<file path="config.mk">
export PLATFORM = sky130hd
export DESIGN_NAME = i2c_target_regfile
export DESIGN_NICKNAME = d
export VERILOG_FILES = /design/src/rtl/i2c_target_regfile.sv
export SDC_FILE = /design/constraint.sdc
export NUM_CORES = 1
export LEC_CHECK = 0
export BUFFER_PORTS_ARGS = -buffer_cell sky130_fd_sc_hd__buf_2
export CAP_MARGIN = 5
export CORE_MARGIN = 2
export CORE_UTILIZATION = 52
export DETAILED_ROUTE_END_ITERATION = 10
export GPL_ROUTABILITY_DRIVEN = 0
export PLACE_DENSITY_LB_ADDON = 0.2
export SETUP_SLACK_MARGIN = 0.4
export SLEW_MARGIN = 15
export SYNTH_ARGS = -nofsm -noshare
export SYNTH_HDL_FRONTEND = slang
export SYNTH_SLANG_ARGS = --single-unit
export TNS_END_PERCENT = 10
</file>
<file path="constraint.sdc">
create_clock -name clk -period 1.9 [get_ports clk]
set_input_delay 0.095 -clock clk [delete_from_list [all_inputs] [get_ports clk]]
set_output_delay 0.095 -clock clk [all_outputs]
set_load 0.02 [all_outputs]
</file>
<file path="src/rtl/i2c_target_regfile.sv">
// i2c_target_regfile: I2C target serving a byte-wide register file with auto-incrementing pointer.
// Define I2C_TARGET_GLITCH_FILTER_EN to add a 3-sample majority filter after each synchronizer.
module i2c_target_regfile #(
  parameter logic [6:0] I2C_ADDR = 7'h50,
  parameter int N_REG = 16,
  parameter int PW = $clog2(N_REG)
) (
  input  logic          clk,
  input  logic          resetn,
  input  logic          SCL_i,
  output logic          SCL_o,
  output logic          SCL_t,
  input  logic          SDA_i,
  output logic          SDA_o,
  output logic          SDA_t,
  output logic [PW-1:0] reg_addr,
  output logic          reg_wr_en,
  output logic [7:0]    reg_wr_data,
  input  logic [7:0]    reg_rd_data,
  output logic          busy
);
  typedef enum logic [3:0] {
    IDLE, ADDR, ADDR_ACK, PTR, PTR_ACK, WDATA, WDATA_ACK, RDATA, RDATA_ACK, IGNORE
  } state_t;
  state_t state;
  logic [1:0] scl_s, sda_s;
  logic scl_c, sda_c, scl_p, sda_p;
  logic [6:0] shreg;
  logic [2:0] bit_cnt;
  logic rw;
  assign SCL_o = 1'b0;
  assign SCL_t = 1'b1;
  assign SDA_o = 1'b0;
  always_ff @(posedge clk)
    if (!resetn) begin
      scl_s <= '1;
      sda_s <= '1;
    end else begin
      scl_s <= {scl_s[0], SCL_i};
      sda_s <= {sda_s[0], SDA_i};
    end
`ifdef I2C_TARGET_GLITCH_FILTER_EN
  logic [2:0] scl_h, sda_h;
  always_ff @(posedge clk)
    if (!resetn) begin
      scl_h <= '1;
      sda_h <= '1;
    end else begin
      scl_h <= {scl_h[1:0], scl_s[1]};
      sda_h <= {sda_h[1:0], sda_s[1]};
    end
  assign scl_c = (scl_h[0] & scl_h[1]) | (scl_h[0] & scl_h[2]) | (scl_h[1] & scl_h[2]);
  assign sda_c = (sda_h[0] & sda_h[1]) | (sda_h[0] & sda_h[2]) | (sda_h[1] & sda_h[2]);
`else
  assign scl_c = scl_s[1];
  assign sda_c = sda_s[1];
`endif
  always_ff @(posedge clk)
    if (!resetn) begin
      scl_p <= 1'b1;
      sda_p <= 1'b1;
    end else begin
      scl_p <= scl_c;
      sda_p <= sda_c;
    end
  logic start, stop, rise, fall, last, ptr_ok;
  logic [7:0] b;
  logic [PW-1:0] nxt_addr;
  assign start    = scl_p & scl_c & sda_p & ~sda_c;
  assign stop     = scl_p & scl_c & ~sda_p & sda_c;
  assign rise     = scl_c & ~scl_p;
  assign fall     = ~scl_c & scl_p;
  assign b        = {shreg, sda_c};
  assign last     = bit_cnt == 3'd7;
  assign ptr_ok   = {1'b0, b} < 9'(N_REG);
  assign nxt_addr = (reg_addr == PW'(N_REG - 1)) ? '0 : reg_addr + 1'b1;
  // ACK states use SDA_t itself as the phase flag: first falling edge drives low, second releases.
  always_ff @(posedge clk)
    if (!resetn) begin
      state       <= IDLE;
      bit_cnt     <= '0;
      shreg       <= '0;
      rw          <= 1'b0;
      SDA_t       <= 1'b1;
      busy        <= 1'b0;
      reg_addr    <= '0;
      reg_wr_en   <= 1'b0;
      reg_wr_data <= '0;
    end else begin
      reg_wr_en <= 1'b0;
      if (start) begin
        state   <= ADDR;
        bit_cnt <= '0;
        SDA_t   <= 1'b1;
      end else if (stop) begin
        state <= IDLE;
        busy  <= 1'b0;
        SDA_t <= 1'b1;
      end else
        case (state)
          ADDR: if (rise) begin
            shreg   <= b[6:0];
            bit_cnt <= bit_cnt + 1'b1;
            if (last) begin
              state <= (b[7:1] == I2C_ADDR) ? ADDR_ACK : IGNORE;
              busy  <= busy | (b[7:1] == I2C_ADDR);
              rw    <= b[0];
            end
          end
          PTR: if (rise) begin
            shreg   <= b[6:0];
            bit_cnt <= bit_cnt + 1'b1;
            if (last) begin
              state <= ptr_ok ? PTR_ACK : IGNORE;
              if (ptr_ok) reg_addr <= b[PW-1:0];
            end
          end
          WDATA: if (rise) begin
            shreg   <= b[6:0];
            bit_cnt <= bit_cnt + 1'b1;
            if (last) begin
              reg_wr_data <= b;
              reg_wr_en   <= 1'b1;
              state       <= WDATA_ACK;
            end
          end
          ADDR_ACK: if (fall) begin
            if (SDA_t) SDA_t <= 1'b0;
            else if (rw) begin
              shreg <= reg_rd_data[6:0];
              SDA_t <= reg_rd_data[7];
              state <= RDATA;
            end else begin
              SDA_t <= 1'b1;
              state <= PTR;
            end
          end
          PTR_ACK: if (fall) begin
            SDA_t <= ~SDA_t;
            if (!SDA_t) state <= WDATA;
          end
          WDATA_ACK: if (fall) begin
            SDA_t <= ~SDA_t;
            if (!SDA_t) begin
              state    <= WDATA;
              reg_addr <= nxt_addr;
            end
          end
          RDATA: if (rise) begin
            bit_cnt <= bit_cnt + 1'b1;
            if (last) state <= RDATA_ACK;
          end else if (fall) begin
            SDA_t <= shreg[6];
            shreg <= {shreg[5:0], 1'b0};
          end
          // bit_cnt[0] marks that the initiator ACKed and the next byte loads on the falling edge.
          RDATA_ACK: if (rise) begin
            if (sda_c) state <= IGNORE;
            else begin
              bit_cnt  <= 3'd1;
              reg_addr <= nxt_addr;
            end
          end else if (fall) begin
            if (bit_cnt[0]) begin
              shreg   <= reg_rd_data[6:0];
              SDA_t   <= reg_rd_data[7];
              bit_cnt <= '0;
              state   <= RDATA;
            end else SDA_t <= 1'b1;
          end
          default: ;
        endcase
    end
endmodule

</file>
# ---- Word-level counts from Yosys, hierarchy flattened
# Cells that the tools add are included.
dict set report word_totals {
  register_bits 36
  input_bits 12
  elab_cells 178
}
dict set report classes {
  n_addsub 2
  n_lt_le_gt_ge 1
  n_eq_ne 55
  n_mux 62
  bitwise 18
  n_reduce_logical 25
}
# op count
set ops {}
lappend ops {{4-bit two-way mux} 26}
lappend ops {{7-bit two-way mux} 9}
lappend ops {{2-bit inequality test (second input constant)} 22}
lappend ops {{4-bit inequality test (second input constant)} 10}
lappend ops {{16-bit AND reduction} 2}
lappend ops {{4-bit one-hot mux with 7 select lines} 1}
lappend ops {{7-bit one-hot mux with 4 select lines} 1}
lappend ops {{3-bit two-way mux} 6}
lappend ops {{4-bit by 3-bit == test with 1-bit output (second input constant)} 4}
lappend ops {{1-bit two-way mux} 16}
lappend ops {{5-bit inequality test (second input constant)} 3}
lappend ops {{5-bit AND reduction} 3}
lappend ops {{3-bit inequality test (second input constant)} 4}
lappend ops {{4-bit one-hot mux with 3 select lines} 1}
lappend ops {{12-bit AND reduction} 1}
lappend ops {{1-bit NOT} 10}
lappend ops {{10-bit AND reduction} 1}
lappend ops {{9-bit nonzero test} 1}
lappend ops {{4-bit by 2-bit == test with 1-bit output (second input constant)} 2}
lappend ops {{4-bit == test (second input constant)} 2}
lappend ops {{8-bit by 5-bit less-than comparator with 1-bit output (second input constant)} 1}
lappend ops {{2-bit nonzero test} 4}
lappend ops {{4-bit nonzero test} 2}
lappend ops {{1-bit AND} 7}
lappend ops {{20 further kinds} 24}

# ---- Logic depth before layout (Yosys ltp)
dict set report depth {
  depth_word 7
  mapped_depth 8
  mapped_depth_nobuf 7
}

# ---- Worst setup path before layout
# OpenSTA, ideal clock, no wires.
dict set report synth_path {
  path_type {reg-to-reg}
  start {register scl_p}
  end {register state[3]}
  t_arrival_ns 1.917
  setup_slack_ns -0.096
  stages_incl_launch_ff 9
  cell_sequence {dfxtp_1 -> inv_1 -> ha_1 -> buf_2 -> nor2_1 -> o21a_1 -> a2111o_1 -> mux2_4 -> a211oi_2}
}
dict set report synth_via {
  elab_chain_cells 4
}
# element line_no
set synth_lines {}
lappend synth_lines {{start, declared} 27} ;# logic scl_c, sda_c, scl_p, sda_p;
lappend synth_lines {{start signal, assigned} 63} ;# scl_p <= scl_c;
lappend synth_lines {{1-bit NOT / 1-bit AND (equally long branches)} {71, 69, 70}}
lappend synth_lines {{1-bit AND, on equally long branches} {71, 69, 70}}
lappend synth_lines {{3-bit inequality test (no source line) (tied with other cells)} n/a}
lappend synth_lines {{16-bit AND reduction (no source line) (tied with other cells)} n/a}
lappend synth_lines {{end signal, assigned} 105} ;# state <= (b[7:1] == I2C_ADDR) ? ADDR_ACK : IGNORE;
lappend synth_lines {{end signal, assigned} 114} ;# state <= ptr_ok ? PTR_ACK : IGNORE;
lappend synth_lines {{end, declared} 25} ;# state_t state;
# Parallel ways exist; a longest one is shown, timed or not.
# A chain may end at the register's enable or synchronous reset.

# ---- Final worst setup path
dict set report layout_path {
  start {register scl_p}
  end {register shreg[5]}
}
dict set report layout_via {
  elab_chain_cells 5
}
# element line_no
set layout_lines {}
lappend layout_lines {{1-bit AND} {69, 70}}
lappend layout_lines {{1-bit AND, on equally long branches (2 in a row)} {70, 69}}
lappend layout_lines {{1-bit NOT (no source line)} n/a}
lappend layout_lines {{12-bit AND reduction (no source line) (*)} n/a}
lappend layout_lines {{end signal, assigned} 102} ;# shreg <= b[6:0];
lappend layout_lines {{end signal, assigned} 111} ;# shreg <= b[6:0];
lappend layout_lines {{end signal, assigned} 119} ;# shreg <= b[6:0];
lappend layout_lines {{end, declared} 28} ;# logic [6:0] shreg;
# Mark *: on every way between the ends. The rest lies on a longest branch, timed or not.

==> flow_summary_export.csv <==
group,metric,value,unit
worst_setup_path,r2r_cells,9,
hold_path,whs_path_depth,2,
clocking,cts_tree,"built",
worst_setup_path,worstPathMaxFanout,11,
global_route,grt_max_degree,21,
yosys,synth_top_area_share,0.3297,
route,remaining_drc_errors,0,
clocking,htreeDepth,2,
placement,dp_hpwl,4.196,mm
clocking,numClockSinks,36,
global_route,antenna_found_initial,0,
hold_path,min_path_type,"input pin to register",
worst_setup_path,arrival,2100,ps
route,vias,2283,
sta,rsz0062_at_grt,"yes",
floorplanning,dieArea,4738,sq um
yosys,async_reset_ff_frac,0,
layout,final_common_cell,"buf_4",
yosys,synth_warnings,0,
sta,finalCriticalPeriod,1883,ps
sta,tns,0,ps
global_route,track_usage,0.2626,
pwr,p_leak,1.183,nW
pwr,pwr-share-clk,0.153,
pwr,intPower,2.005,mW
layout,area_growth,32.23,%
route,drtIter0Drc,224,
placement,pre_cts_slack,-77.42,ps
route,drt_wl_total,6.210,mm
floorplanning,core,4029,sq um
yosys,yosysTopAreaCell,"dfxtp_1",
pwr,p_per_area,1196,nW/um^2
layout,drive_gt1_frac,0.3517,
clocking,cts.path.max_buffers,2,
sta,setup_violations,0,
pwr,p_sw,1.452,mW
clocking,cts_buffers,5,
placement,io_buffer_count,26,
yosys,synth-seq-area-share,0.3297,
worst_setup_path,setup.worst_path.start_class,"register",
run_status,outcome,"finished, final reports clean",
pwr,ir_drop,0.8751,mV
layout,nets,345,
yosys,synth-main-ff-cell,"dfxtp_1",
sta,skew,17.41,ps
yosys,ys_types,55,
route,viasPerCell,6.056,
layout,fillers,318,
sta,finalWorstSetupSlack,16.80,ps
floorplanning,die-width,68.84,um
global_route,grt_pass1_wl,9.225,mm
yosys,synthTopCellsByArea,"dfxtp_1 (33%), mux2i_1 (7.3%), o21ai_0 (5.7%), a21oi_1 (5.5%), ha_1 (3.4%)",
sta,finalHoldViolCount,0,
yosys,syn_inst,269,
pwr,swShare,0.4200,
clocking,clockRootBuffer,"clkbuf_8",
sta,finalCritPeriodShare,0.9912,
sta,max_clock_freq,531.0,MHz
worst_setup_path,critPathKind,"register to register",
floorplanning,initial_core_util,0.5425,
clocking,clk-insertion-delay-late,300,ps
global_route,first_global_vias,1907,
floorplanning,die_y,68.84,um
layout,final_cell_mix,"buf_4 (36), dfxtp_1 (29), buf_2 (27)",
pwr,pwr-share-seq,0.301,
flow_run,max_cap_viol_count,0,
floorplanning,row_count,23,
yosys,ys_ff_latch,36,
pwr,pwr-share-comb,0.546,
yosys,avgSynthCellArea,8.126,sq um
route,wl_per_cell,16.47,um
route,drtAntennaViolNets,0,
floorplanning,ios,30,
clocking,clk_pin_slew,70,ps
yosys,syn_area,2186,sq um
layout,antenna_cells,0,
worst_setup_path,required,2120,ps
yosys,synth_edf_count,0,
worst_setup_path,worstSetupEndpointType,"register",
sta,drv_slew,0,
global_route,gr-total-overflow,0,
route,dr.pass1.iters,4,
## per-stage QoR
stage	power [mW]	utilization	instance area (sq um)	instances	hold slack, ps
after floorplan	2.071	-	2268	270	196.5
after global placement	2.548	0.6398	2577	356	281.4
after detailed placement	2.566	0.6398	2577	356	282.8
after CTS	3.095	0.6621	2668	364	11.33
after global routing	3.664	0.7174	2890	377	9.597
final	3.457	0.7174	2890	377	7.183
## worst max-delay path: stages, from the launching register on
cell and delay, ps:
dfxtp_4 360, inv_2 40, ha_4 170, buf_4 130, nor2b_1 140, a31oi_1 120, o32a_1 190, buf_6 150
or3_4 390, a21oi_2 130
## layout make-up
cell class | count | area [sq um] | share of cell area
Clock inverter | 1 | 5.005 | 0.001732
Sequential cell | 36 | 742.0 | 0.2567
Inverter | 10 | 37.54 | 0.01299
Tap cell | 50 | 62.56 | 0.02165
Multi-Input combinational cell | 204 | 1479 | 0.5117
Timing Repair Buffer | 70 | 491.7 | 0.1701
Clock buffer | 6 | 72.57 | 0.02511
## metal layers
metal | track usage | wire length [um] | share of wire
met1 | 0.3700 | 2797 | 0.45
met2 | 0.3966 | 2879 | 0.46
met3 | 0.06981 | 439 | 0.071
met4 | 0.06863 | 93 | 0.015
met5 | 0 | 0 | 0
## power by group through the flow
stage | Clock (mW) | Combinational, mW | Sequential (mW)
6_report | 0.529 | 1.89 | 1.04
5_1_grt | 0.560 | 2.06 | 1.05
3_5_place_dp | 0 | 1.54 | 1.02
3_3_place_gp | 0 | 1.53 | 1.02
2_1_floorplan | 0 | 1.14 | 0.931
4_1_cts | 0.529 | 1.56 | 1.01
## state kept, by name, indices dropped and copies added (netlist names)
name	flops
bit_cnt	3
reg_wr_data	8
state	4
scl_s	2
busy	1
reg_wr_en	1
reg_addr	4
scl_p	1
SDA_t	1
sda_s	2
sda_p	1
rw	1
shreg	7
## final timing paths
kind	from	endpoint	slack (ps)
max	scl_p	shreg[5]	20
min	SDA_i	sda_s[0]	7
max reg2reg	scl_p	shreg[5]	20
min reg2reg	sda_s[0]	sda_s[1]	400
## repair_timing
| item | CTS | global route |
|---|---|---|
| cloned | 0 | 1 |
| hold endpoints to repair | 1 | 0 |
| gates resized for setup | 2 | 45 |
| hold buffers | 1 | 0 |
| setup endpoints to repair | 30 | 30 |
| pin swaps | 1 | 22 |
| buffers inserted | 0 | 12 |
## cell families (layout without fill, tap and decap cells)
family,Yosys count,after routing,synth area share
xor gates and xnor gates,2,2,0.008015
and+or+nand+nor,97,97,0.2570
muxes,17,17,0.08013
buffers and inverters,30,87,0.06354
DFF,36,36,0.3297
other,2,3,0.003436
AOI/OAI and AO/OA,79,79,0.2238
adders and majority gates,6,6,0.03434
## synth_stat cells, drive strengths merged, types with 2 or more instances
library cell	count
a211oi	7
a21oi	24
a31oi	6
and2	3
and3	2
buf	10
clkbuf	10
conb	2
dfxtp	36
ha	6
inv	10
mux2i	16
nand2	17
nand2b	7
nand3	6
nand3b	2
nand4	3
nor2	19
nor2b	7
nor3	7
nor3b	3
nor4	2
nor4b	3
o211ai	3
o21ai	25
or3	9
xor2	2
Note: power is estimated with default switching activity, not from simulation.
